==> src/rtl/muldiv_pkg.sv <==
// muldiv_pkg: shared types and constants for the multiply/divide sequencer.
// Divider support is built only when MULDIV_DIV_EN is defined.
package muldiv_pkg;

  localparam int ITER  = 32;
  localparam int CNT_W = 5;

  typedef enum logic [2:0] {
    IDLE,
    MULT,
    DIV,
    FIX,
    DONE
  } state_t;

  typedef enum logic {
    OP_MULT = 1'b0,
    OP_DIV  = 1'b1
  } op_t;

  function automatic logic [31:0] mag(
    input logic [31:0] v
  );
    return v[31] ? -v : v;
  endfunction

endpackage

==> src/rtl/muldiv_if.sv <==
// muldiv_if: start/operand request and HI/LO result bundle.
// master is the main control unit, slave is the sequencer.
interface muldiv_if;

  logic        start_mult;
  logic        start_div;
  logic [31:0] op_a;
  logic [31:0] op_b;
  logic        busy;
  logic        done;
  logic        div_zero;
  logic [31:0] hi;
  logic [31:0] lo;

  modport master (
    output start_mult,
    output start_div,
    output op_a,
    output op_b,
    input  busy,
    input  done,
    input  div_zero,
    input  hi,
    input  lo
  );

  modport slave (
    input  start_mult,
    input  start_div,
    input  op_a,
    input  op_b,
    output busy,
    output done,
    output div_zero,
    output hi,
    output lo
  );

endinterface

==> src/rtl/muldiv_div_step.sv <==
// muldiv_div_step: one restoring-division step on unsigned magnitudes.
// Used by muldiv_seq only when MULDIV_DIV_EN is defined.
module muldiv_div_step (
  input  logic [31:0] part_rem,
  input  logic        dbit,
  input  logic [31:0] divisor,
  output logic [31:0] rem_next,
  output logic        q_bit
);

  logic [32:0] shifted;
  logic [32:0] diff;

  assign shifted = {part_rem, dbit};
  assign diff    = shifted - {1'b0, divisor};

  // part_rem < divisor, so a clear borrow means the subtract fits
  assign q_bit    = ~diff[32];
  assign rem_next = q_bit ? diff[31:0] : shifted[31:0];

endmodule

==> src/rtl/muldiv_seq.sv <==
// muldiv_seq: iterative signed multiply/divide sequencer owning HI/LO.
// Define MULDIV_DIV_EN to build the divider path and DIV state.
module muldiv_seq
  import muldiv_pkg::*;
(
  input  logic    clk,
  input  logic    reset,
  muldiv_if.slave bus
);

  state_t           state_q;
  state_t           state_d;
  logic [CNT_W-1:0] cnt_q;
  op_t              op_q;
  logic             sa_q;
  logic             sb_q;
  logic             dz_q;
  logic [31:0]      mag_q;
  logic [31:0]      wh_q;
  logic [31:0]      wl_q;
  logic [31:0]      hi_q;
  logic [31:0]      lo_q;

  logic        ready;
  logic        acc_mult;
  logic        acc_div;
  logic        div_by0;
  logic        last;
  logic [32:0] msum;
  logic [63:0] prod;
  logic [63:0] prod_fix;
  logic [31:0] hi_fix;
  logic [31:0] lo_fix;

  assign ready = (state_q == IDLE)
              || (state_q == DONE);

  assign acc_mult = ready && bus.start_mult;

`ifdef MULDIV_DIV_EN
  assign acc_div = ready
                && bus.start_div
                && !bus.start_mult;
`else
  logic unused_div;
  assign unused_div = bus.start_div;
  assign acc_div    = 1'b0;
`endif

  assign div_by0 = acc_div
                && (bus.op_b == 32'd0);

  assign last = (cnt_q == CNT_W'(ITER - 1));

  always_comb begin
    state_d = state_q;
    unique case (state_q)
      IDLE, DONE: begin
        state_d = IDLE;
        if (acc_mult)
          state_d = MULT;
        else if (acc_div)
          state_d = div_by0 ? DONE : DIV;
      end
      MULT: if (last) state_d = FIX;
`ifdef MULDIV_DIV_EN
      DIV:  if (last) state_d = FIX;
`endif
      FIX:  state_d = DONE;
      default: state_d = IDLE;
    endcase
  end

  always_ff @(posedge clk) begin
    if (reset)
      state_q <= IDLE;
    else
      state_q <= state_d;
  end

  // shift-add: wh is the accumulator, wl the
  // multiplier draining into the product low half
  assign msum = {1'b0, wh_q}
              + (wl_q[0] ? {1'b0, mag_q} : 33'd0);

`ifdef MULDIV_DIV_EN
  logic [31:0] d_rem;
  logic        d_bit;

  muldiv_div_step u_step (
    .part_rem (wh_q),
    .dbit     (wl_q[31]),
    .divisor  (mag_q),
    .rem_next (d_rem),
    .q_bit    (d_bit)
  );
`endif

  assign prod     = {wh_q, wl_q};
  assign prod_fix = (sa_q ^ sb_q) ? -prod : prod;

  always_comb begin
    hi_fix = prod_fix[63:32];
    lo_fix = prod_fix[31:0];
    if (op_q == OP_DIV) begin
      hi_fix = sa_q ? -wh_q : wh_q;
      lo_fix = (sa_q ^ sb_q) ? -wl_q : wl_q;
    end
  end

  always_ff @(posedge clk) begin
    if (reset) begin
      cnt_q <= '0;
      op_q  <= OP_MULT;
      sa_q  <= 1'b0;
      sb_q  <= 1'b0;
      dz_q  <= 1'b0;
      mag_q <= '0;
      wh_q  <= '0;
      wl_q  <= '0;
      hi_q  <= '0;
      lo_q  <= '0;
    end else if (acc_mult || acc_div) begin
      cnt_q <= '0;
      op_q  <= acc_mult ? OP_MULT : OP_DIV;
      sa_q  <= bus.op_a[31];
      sb_q  <= bus.op_b[31];
      dz_q  <= div_by0;
      wh_q  <= '0;
      if (acc_mult) begin
        mag_q <= mag(bus.op_a);
        wl_q  <= mag(bus.op_b);
      end else begin
        mag_q <= mag(bus.op_b);
        wl_q  <= mag(bus.op_a);
      end
    end else if (state_q == MULT) begin
      cnt_q <= cnt_q + CNT_W'(1);
      wh_q  <= msum[32:1];
      wl_q  <= {msum[0], wl_q[31:1]};
    end
`ifdef MULDIV_DIV_EN
    else if (state_q == DIV) begin
      cnt_q <= cnt_q + CNT_W'(1);
      wh_q  <= d_rem;
      wl_q  <= {wl_q[30:0], d_bit};
    end
`endif
    else if (state_q == FIX) begin
      hi_q <= hi_fix;
      lo_q <= lo_fix;
    end
  end

  assign bus.busy = (state_q == MULT)
                 || (state_q == DIV)
                 || (state_q == FIX);

  assign bus.done     = (state_q == DONE);
  assign bus.div_zero = dz_q;
  assign bus.hi       = hi_q;
  assign bus.lo       = lo_q;

endmodule
==> src/flat_wrapper.sv <==
// flat-port wrapper written by rule: the top's interface ports become plain ports
module muldiv_seq_flat import muldiv_pkg::*;
  (clk, reset, bus_start_mult, bus_start_div, bus_op_a, bus_op_b, bus_busy, bus_done, bus_div_zero, bus_hi, bus_lo);
  muldiv_if bus_i ();
  input  logic clk;
  input  logic reset;
  input wire logic [$bits(bus_i.start_mult)-1:0] bus_start_mult;
  input wire logic [$bits(bus_i.start_div)-1:0] bus_start_div;
  input wire logic [$bits(bus_i.op_a)-1:0] bus_op_a;
  input wire logic [$bits(bus_i.op_b)-1:0] bus_op_b;
  output wire logic [$bits(bus_i.busy)-1:0] bus_busy;
  output wire logic [$bits(bus_i.done)-1:0] bus_done;
  output wire logic [$bits(bus_i.div_zero)-1:0] bus_div_zero;
  output wire logic [$bits(bus_i.hi)-1:0] bus_hi;
  output wire logic [$bits(bus_i.lo)-1:0] bus_lo;
  assign bus_i.start_mult = bus_start_mult;
  assign bus_i.start_div = bus_start_div;
  assign bus_i.op_a = bus_op_a;
  assign bus_i.op_b = bus_op_b;
  assign bus_busy = bus_i.busy;
  assign bus_done = bus_i.done;
  assign bus_div_zero = bus_i.div_zero;
  assign bus_hi = bus_i.hi;
  assign bus_lo = bus_i.lo;
  muldiv_seq u_core (.clk(clk), .reset(reset), .bus(bus_i));
endmodule
==> config.mk <==
export PLATFORM = sky130hd
export DESIGN_NAME = muldiv_seq_flat
export DESIGN_NICKNAME = d
export VERILOG_FILES = /design/src/rtl/muldiv_pkg.sv /design/src/rtl/muldiv_if.sv /design/src/rtl/muldiv_div_step.sv /design/src/rtl/muldiv_seq.sv /design/src/flat_wrapper.sv
export SDC_FILE = /design/constraint.sdc
export NUM_CORES = 1
export LEC_CHECK = 0
export ABC_AREA = 1
export BUFFER_PORTS_ARGS = -buffer_cell sky130_fd_sc_hd__buf_4
export CAP_MARGIN = 20
export CORE_ASPECT_RATIO = 0.9
export CORE_MARGIN = 1
export CORE_UTILIZATION = 40
export CTS_CLUSTER_SIZE = 40
export DETAILED_ROUTE_END_ITERATION = 16
export PLACE_DENSITY = 0.63
export SYNTH_ARGS = -nofsm -noshare
export SYNTH_HDL_FRONTEND = slang
export SYNTH_SLANG_ARGS = --single-unit
==> constraint.sdc <==
create_clock -name clk -period 4.49 [get_ports clk]
set_input_delay 0.898 -clock clk [delete_from_list [all_inputs] [get_ports clk]]
set_output_delay 0.898 -clock clk [all_outputs]
set_load 0.01 [all_outputs]
# [Yosys cells after proc, flatten, opt, wreduce, memory -nomap -nowiden]
# Cells that the tools add are included.
[totals] elab_cells=41 regBits=170
[classes] bitwise_logic=3 mux=9 eq_ne=6 addsub=5 reduce_logical=9
[op_table] op="two-way mux 32 bit" count=5
[op_table] op="two-way mux 64 bit" count=1
[op_table] op="negator 32 bit" count=2
[op_table] op="negator 64 bit" count=1
[op_table] op="adder 32 x 33 -> 33 bit" count=1
[op_table] op="case mux 3 bit (3 select lines)" count=1
[op_table] op="equality test 3 x 2 -> 1 bit, second input constant" count=2
[op_table] op="adder 5 x 1 -> 5 bit, second input constant" count=1
[op_table] op="equality test 5 bit, second input constant" count=1
[op_table] op="OR reduction 2 bit" count=2
[op_table] op="equality test 3 x 1 -> 1 bit, second input constant" count=1
[op_table] op="equality test 3 bit, second input constant" count=1
[op_table] op="logical NOT 3 bit" count=1
[op_table] op="logical OR 1 bit" count=3
[op_table] op="two-way mux 3 bit" count=1
[op_table] op="AND reduction 3 bit" count=1
[op_table] op="inequality test 2 x 1 -> 1 bit, second input constant" count=1
[op_table] op="NOT 1 bit" count=2
[op_table] op="nonzero test 2 bit" count=1
[op_table] op="logical AND 1 bit" count=1
[op_table] op="two-way mux 1 bit" count=1
[op_table] op="bitwise XOR 1 bit" count=1

# [Longest topological paths before layout]
# Gate-level depths: netlist (run 1).
[logic_depth] word_depth=5 mapped_depth=18 mapped_depth_nobuf=16

# [Worst setup path after synthesis (run 1)]
# OpenSTA, ideal clock, no wires.
[synth_timing] path_type="reg2reg" startpoint="reg u_core.wl_q[0]" endpoint="reg u_core.wh_q[19]" slack_ps=2302 required_ps=4381 t_arrival_ps=2079 path_stages_with_launch=19 path_buffers=2 cell_sequence="dfxtp_1 buf_2 clkbuf_1 nand2_1 inv_1 ha_1 fa_1 nand3_1 nand2_1 nand2_1 nand2_1 nand2_1 nand2_1 nand3_1 nand2_1 nand2_1 nand3_1 nand2_1 inv_1"
[synth_via] elab_chain_len=2
[synth_lines] element="start, declared" line="muldiv_seq.sv:20" source="logic [31:0] wl_q;"
[synth_lines] element="start signal, assigned" line="muldiv_seq.sv:132" source="wl_q <= mag(bus.op_b);"
[synth_lines] element="start signal, assigned" line="muldiv_seq.sv:135" source="wl_q <= mag(bus.op_a);"
[synth_lines] element="start signal, assigned" line="muldiv_seq.sv:140" source="wl_q <= {msum[0], wl_q[31:1]};"
[synth_lines] element="two-way mux 32 bit" line="muldiv_seq.sv:84" source="+ (wl_q[0] ? {1'b0, mag_q} : 33'd0);"
[synth_lines] element="adder 32 x 33 -> 33 bit" line="muldiv_seq.sv:84"
[synth_lines] element="end signal, assigned" line="muldiv_seq.sv:139" source="wh_q <= msum[32:1];"
[synth_lines] element="end, declared" line="muldiv_seq.sv:19" source="logic [31:0] wh_q;"
# Every way passes these cells.
# A chain may end at the register's enable or synchronous reset.

# [Final worst setup path (run 1)]
[layout_timing] startpoint="reg u_core.wl_q[0]" endpoint="reg u_core.wh_q[30]"
# The elaborated chain is that of the path after synthesis.

==> results.json, run 1 <==
{
  "synth_area_leader_cell": "dfxtp_1",
  "p_leak_nw": 7.55,
  "cap_violations": 0,
  "tightest_slew_ns": 0.802,
  "diodes": 0,
  "cts_resized": 0,
  "syn_nets": 2288,
  "slew_headroom": 0.465,
  "path_clk_slew_ns": 0.07,
  "synth.yosys.seq_area_share": 0.266,
  "end_kind": "flip-flop",
  "rows": 61,
  "max_freq_mhz": 392,
  "cp-start-kind": "flip-flop",
  "pin_count": 135,
  "synth_cells": 2182,
  "core_mm2": 0.0311,
  "clkLatencyLatePin_ns": 0.45,
  "sequential_cell_area_mm2": 0.00340,
  "yosysUniqueCellTypes": 48,
  "finalClockSkew_ns": 0.0197,
  "holdWs_ns": 0.475,
  "cp_max_fo": 32,
  "die_x_um": 190,
  "die_h_um": 172,
  "finalHoldViolations": 0,
  "grt_max_degree": 84,
  "drc_errors": 0,
  "min_period_ns": 2.55,
  "grt.total_usage": 0.251,
  "cts.sinks": 170,
  "preCtsSetupSlack_ns": 1.73,
  "synth.avg_cell_area_um2": 5.86,
  "antenna_found_initial": 1,
  "cts_tree": "built",
  "dr.pass1.iters": 5,
  "wl_um": 40500,
  "place_area_mm2": 0.0140,
  "design_area_mm2": 0.0147,
  "start_util": 0.411,
  "cts_inserted_buffers": 17,
  "post_cts_buffers": 0,
  "tns_ns": 0,
  "cts.htree.levels": 4,
  "globalplace.congestion": 0.947,
  "dieArea_mm2": 0.0327,
  "slew_viol_final": 0,
  "p_seq_frac": 0.396,
  "nets": 2375,
  "vdd_drop_max_mv": 0.233,
  "multiInputGateArea_mm2": 0.00786,
  "setup_ws_ns": 1.94,
  "viasPerCell": 5.09,
  "cts_hold_buffers": 0,
  "ant_nets": 0,
  "areaGrowthSynthToFinish_pct": 14.7,
  "synth_area_leaders": "dfxtp_1 27%, nand2_1 18%, inv_1 8.8%",
  "setup-violations-final": 0,
  "clockPowerShare": 0.359,
  "swShare": 0.358,
  "switchingPower_w": 0.00151,
  "grt_pass1_vias": 12300,
  "yosysWarningCount": 0,
  "dp_hpwl_um": 31800,
  "fin_cells": 2691,
  "ctsLongestPathBuffers": 2,
  "path_class": "reg -> reg",
  "grt_overflow": 0,
  "arrival_ns": 2.89,
  "p_int_w": 0.00271,
  "drt_iter0_markers": 1429,
  "outcome": "completed",
  "synth_seq_cells": 170,
  "syn_area_mm2": 0.0128,
  "cts_root_buf": "clkbuf_16",
  "drive_gt1_frac": 0.0964,
  "yosysTopAreaCellShare": 0.266,
  "port_buffers": 132,
  "dp.cells": 2657,
  "final.period_utilization": 0.568,
  "wl_per_cell_um": 15.1,
  "powerDensity_mw_per_mm2": 288,
  "rsz0062_at_grt": "false",
  "crit_required_ns": 4.83,
  "vias": 13700,
  "fillCellCount": 3391,
  "p_comb_frac": 0.245,
  "grt_pass1_wl_um": 65200,
  "hold_class": "reg -> reg"
}
flip-flops by register name (all words and copies together) (netlist names):
register and count:
u_core.cnt_q 5, u_core.bus.hi 32, u_core.mag_q 32, u_core.wh_q 32, u_core.state_q 3, u_core.wl_q 32, u_core.sa_q 1, u_core.sb_q 1
u_core.bus.lo 32
final timing paths:
check,startpoint,to,slack [ns],depth (start not counted)
setup / recovery,u_core.wl_q[0]$_SDFFE_PP0P_,u_core.wh_q[30]$_SDFFE_PP0P_,1.94,16
hold / removal,u_core.cnt_q[4]$_SDFFE_PP0P_,u_core.cnt_q[4]$_SDFFE_PP0P_,0.47,2
setup reg to reg,u_core.wl_q[0]$_SDFFE_PP0P_,u_core.wh_q[30]$_SDFFE_PP0P_,1.94,16
hold reg to reg,u_core.cnt_q[4]$_SDFFE_PP0P_,u_core.cnt_q[4]$_SDFFE_PP0P_,0.47,2
cell usage after synthesis, drive strengths merged:
master and instances:
a21o 1, a21oi 148, a22o 1, a31o 1
a31oi 6, and2 5, buf 35, clkbuf 40
clkinv 2, conb 1, dfxtp 170, fa 1
ha 37, inv 311, nand2 612, nand3 175
nand3b 2, nand4 33, nor2 313, nor3 26
nor3b 1, nor4 2, o211ai 11, o21a 2
o21ai 154, o21bai 6, o221ai 12, o31ai 1
or2 3, xnor2 10, xor2 60
layout by cell type (no fill, tap or decap), types with 37 or more instances in the layout:
master     n
nand2_1  607
nor2_1   300
nand3_1  168
buf_4    140
a21oi_1  148
o21ai_0  138
inv_1    301
dfxtp_1  170
xor2_1    60
ha_1      37
final cells by class:
type,count,share of cell area
timing repair buffer,143,0.0757
tap,409,0.0349
clock buffer,17,0.0290
clock inverter,15,0.0123
inverter,313,0.0802
sequential,170,0.232
multi-input combinational,1624,0.536
cell families (layout without fill, tap and decap cells):
group,count (synthesis),count (layout),share of synthesized area
other,1,1,0.000293
and+or+nand+nor,1172,1172,0.383
buffers and inverters,388,488,0.119
AOI/OAI and AO/OA,343,343,0.145
xor gates and xnor gates,70,70,0.0485
adders and majority gates,38,38,0.0378
DFF,170,170,0.266
layer usage:
layer	wire length (µm)	global-route usage	share of wire	up-vias
li1	-	-	-	7122
met1	21200	0.391	0.52	6090
met2	15700	0.357	0.39	468
met3	2990	0.0341	0.074	30
met4	577	0.0570	0.014	0
met5	0	0	0	-
per-stage QoR:
stage	total power (W)	utilization
3_3_place_gp	0.00270	0.450
5_1_grt	0.00445	0.471
6_report	0.00422	0.471
2_1_floorplan	0.00240	-
3_5_place_dp	0.00271	0.450
4_1_cts	0.00423	0.470
power groups by stage:
stage / sequential (W) / clock [W] / combinational [W]
6_report: 0.00167 / 0.00152 / 0.00103
5_1_grt: 0.00168 / 0.00161 / 0.00117
4_1_cts: 0.00167 / 0.00155 / 0.00102
3_5_place_dp: 0.00170 / 0 / 0.00101
3_3_place_gp: 0.00170 / 0 / 0.00100
2_1_floorplan: 0.00166 / 0 / 0.000742
worst max-delay path, stage by stage (launching register included):
cell and delay [ns]:
dfxtp_1 0.42, buf_4 0.33, nand2_1 0.11, inv_1 0.07
ha_1 0.29, nand2_1 0.14, inv_1 0.05, a21oi_1 0.21
inv_1 0.07, a21oi_1 0.11, nand2_1 0.16, nand2_1 0.15
nand2_1 0.07, nand2_1 0.06, nand3_1 0.10, nand2_1 0.09
inv_1 0.03
No activity file was read; power rests on OpenSTA's default activity.
==> inputs of run 2 (changes only) <==
- ABC_AREA: 1 -> 0
- PLACE_DENSITY: 0.63 -> 0.66
- clock period: 4.49 -> 2.1 ns (I/O delays scaled with it)
==> results.json, run 2 <==
{
  "tightest_slew_ns": 0.894,
  "violations": "negative setup slack",
  "vias": 11800,
  "worst-r2r-setup-slack_ns": -0.54,
  "grt_pass1_vias": 10900,
  "drive_gt1_frac": 0.422,
  "start_util": 0.410,
  "dr.pass1.iters": 5,
  "final_common_cell": "buf_4",
  "tns_ns": -21.24,
  "synth_seq_cells": 170,
  "cts.htree.levels": 4,
  "mostFrequentLayoutCells": "419 x buf_4, 165 x dfxtp_1, 162 x nand2_1",
  "finalClockSkew_ns": 0.00995,
  "path_class": "reg -> reg",
  "yosysUniqueCellTypes": 73,
  "rsz0062_at_grt": "true",
  "nets": 1869,
  "slew_headroom": 0.401,
  "setup-violations-final": 87,
  "fillCellCount": 2149,
  "ant_nets": 0,
  "diodes": 0,
  "cts.sinks": 170,
  "synth_cells": 1371,
  "r2r_end": "u_core.wh_q[29]$_SDFFE_PP0P_",
  "cp-start-kind": "flip-flop",
  "outcome": "finished with violations",
  "dieArea_mm2": 0.0276,
  "die_x_um": 175,
  "cp_max_fo": 5,
  "rows": 56,
  "p_leak_nw": 6.78,
  "antenna_found_initial": 0,
  "cp-endpoint": "u_core.wh_q[29]$_SDFFE_PP0P_",
  "clkLatencyLatePin_ns": 0.44,
  "slew_viol_final": 0,
  "synth_area_leader_cell": "dfxtp_1",
  "core_mm2": 0.0263,
  "synth-edff-count": 0,
  "pin_count": 135,
  "arrival_ns": 2.97,
  "drt_iter0_markers": 916,
  "worstReg2RegStart": "u_core.wl_q[0]$_SDFFE_PP0P_",
  "drc_errors": 0,
  "cts_inserted_buffers": 17,
  "cts_tree": "built",
  "min_period_ns": 2.64,
  "wl_per_cell_um": 18.0,
  "synth.avg_cell_area_um2": 7.85,
  "grt_overflow": 0,
  "viasPerCell": 5.55,
  "ctsLongestPathBuffers": 2,
  "preCtsSetupSlack_ns": -0.703,
  "final.period_utilization": 1.26,
  "cap_violations": 0,
  "max_freq_mhz": 379,
  "syn_area_mm2": 0.0108,
  "r2r.worst_path.cells": 12,
  "powerDensity_mw_per_mm2": 527,
  "worstSetupStartpoint": "u_core.wl_q[0]$_SDFFE_PP0P_",
  "utilization": 0.633,
  "synth_area_leaders": "dfxtp_1 32%, nand2_1 6.0%, nor2_1 5.9%",
  "grt_max_degree": 66,
  "ys_top_cells_by_count": "173 x nand2_1, 170 x dfxtp_1, 169 x nor2_1",
  "vdd_drop_max_mv": 0.580,
  "die_h_um": 158,
  "finalHoldViolations": 0,
  "sequential_cell_area_mm2": 0.00341,
  "crit_required_ns": 2.43,
  "multiInputGateArea_mm2": 0.00854,
  "yosysTopAreaCellShare": 0.316,
  "synth.most_common_cell": "nand2_1",
  "cts_root_buf": "clkbuf_16",
  "ys_async_sr_fraction": 0,
  "grt.total_usage": 0.265,
  "hold_class": "in -> reg",
  "globalplace.congestion": 0.951,
  "yosysWarningCount": 0,
  "wl_um": 38200,
  "end_kind": "flip-flop",
  "path_clk_slew_ns": 0.07,
  "areaGrowthSynthToFinish_pct": 54.6,
  "syn_nets": 1477,
  "port_buffers": 132,
  "setup_ws_ns": -0.539,
  "synth-main-ff-cell": "dfxtp_1",
  "dp_hpwl_um": 27700,
  "synth.yosys.seq_area_share": 0.316,
  "grt_pass1_wl_um": 58100
}
## run 2: cell types whose count changed in the layout (fill, tap and decap cells not counted), moves of 47 or more
| cell | before | now |
|---|---|---|
| a21oi_2 | 0 | 47 |
| nand2_1 | 607 | 162 |
| o21ai_0 | 138 | 29 |
| nand3_1 | 168 | 19 |
| buf_4 | 140 | 419 |
| a21oi_1 | 148 | 45 |
| nor2_1 | 300 | 160 |
| inv_1 | 301 | 16 |
| a211oi_1 | 0 | 55 |
## run 2: worst min-delay path by stage
| stage | start | endpoint | slack, ns | depth (start not counted) |
|---|---|---|---|---|
| 6_report | reset | u_core.bus.hi[6]$_SDFFE_PP0P_ | 0.26 | 2 |
| 3_3_place_gp | u_core.mag_q[30]$_SDFFE_PP0P_ | u_core.mag_q[30]$_SDFFE_PP0P_ | 0.44 | 2 |
| 2_1_floorplan | u_core.mag_q[24]$_SDFFE_PP0P_ | u_core.mag_q[24]$_SDFFE_PP0P_ | 0.42 | 2 |
| 5_1_grt | reset | u_core.bus.hi[6]$_SDFFE_PP0P_ | 0.26 | 2 |
| 3_5_place_dp | u_core.bus.hi[21]$_SDFFE_PP0P_ | u_core.bus.hi[21]$_SDFFE_PP0P_ | 0.45 | 2 |
| 4_1_cts | bus_op_a[28] | u_core.mag_q[28]$_SDFFE_PP0P_ | 0.26 | 3 |
## run 2: logic make-up after synthesis
group / share of synthesized area
xor gates and xnor gates: 0.111
and+or+nand+nor: 0.250
AOI/OAI and AO/OA: 0.230
muxes: 0.00651
other: 0.000348
DFF: 0.316
buffers and inverters: 0.0413
adders and majority gates: 0.0449
## run 2: report_power, final
| part | switching, W | internal (W) | total (W) |
|---|---|---|---|
| Sequential | 0.0000937 | 0.00335 | 0.00344 |
| Clock | 0.00141 | 0.00163 | 0.00304 |
| Combinational | 0.00124 | 0.00104 | 0.00228 |
| Total | 0.00275 | 0.00602 | 0.00877 |
## run 2: final cells by class
type | instances | share of cell area
clock inverters | 10 | 0.00489
multi-input cells | 1100 | 0.513
clock buffers | 22 | 0.0285
inverters | 17 | 0.00398
repair buffers | 457 | 0.218
well taps | 348 | 0.0262
flip-flops and latches | 170 | 0.205
## run 2: worst max-delay path: stages, from the launching register on
cell,delay (ns)
dfxtp_4,0.37
and2_4,0.15
ha_4,0.15
fa_2,0.37
a21oi_2,0.18
o21ai_2,0.08
a21o_4,0.23
a211o_1,0.29
a211oi_2,0.20
buf_4,0.19
nor3_1,0.08
mux2i_1,0.18
nand2_1,0.06
## run 2: metal layers
layer  vias to the layer above  part of all wire  routed length [µm]  track usage
met1                      5560              0.48               18200        0.387
met3                        59             0.067                2560       0.0391
li1                       5717                 -                   -            -
met2                       452              0.44               16800        0.404
met4                         0             0.018                 675       0.0679
met5                         -                 0                   0            0
## run 2: per-stage QoR
stage          cell area (µm²)  std cells  hold slack, ns  total power (W)
5_1_grt                  16600       2124           0.261          0.00908
3_3_place_gp             14400       2049           0.438          0.00541
4_1_cts                  16000       2112           0.262          0.00862
2_1_floorplan            11200       1371           0.417          0.00459
3_5_place_dp             14400       2049           0.451          0.00545
6_report                 16600       2124           0.257          0.00877
## run 2: timing repair
action                     in CTS  in global routing
hold buffers                    0                  0
setup endpoints to repair      90                104
buffers inserted               31                 20
gates resized for setup       165                109
pin swaps                     106                 83
hold endpoints to repair        0                  0
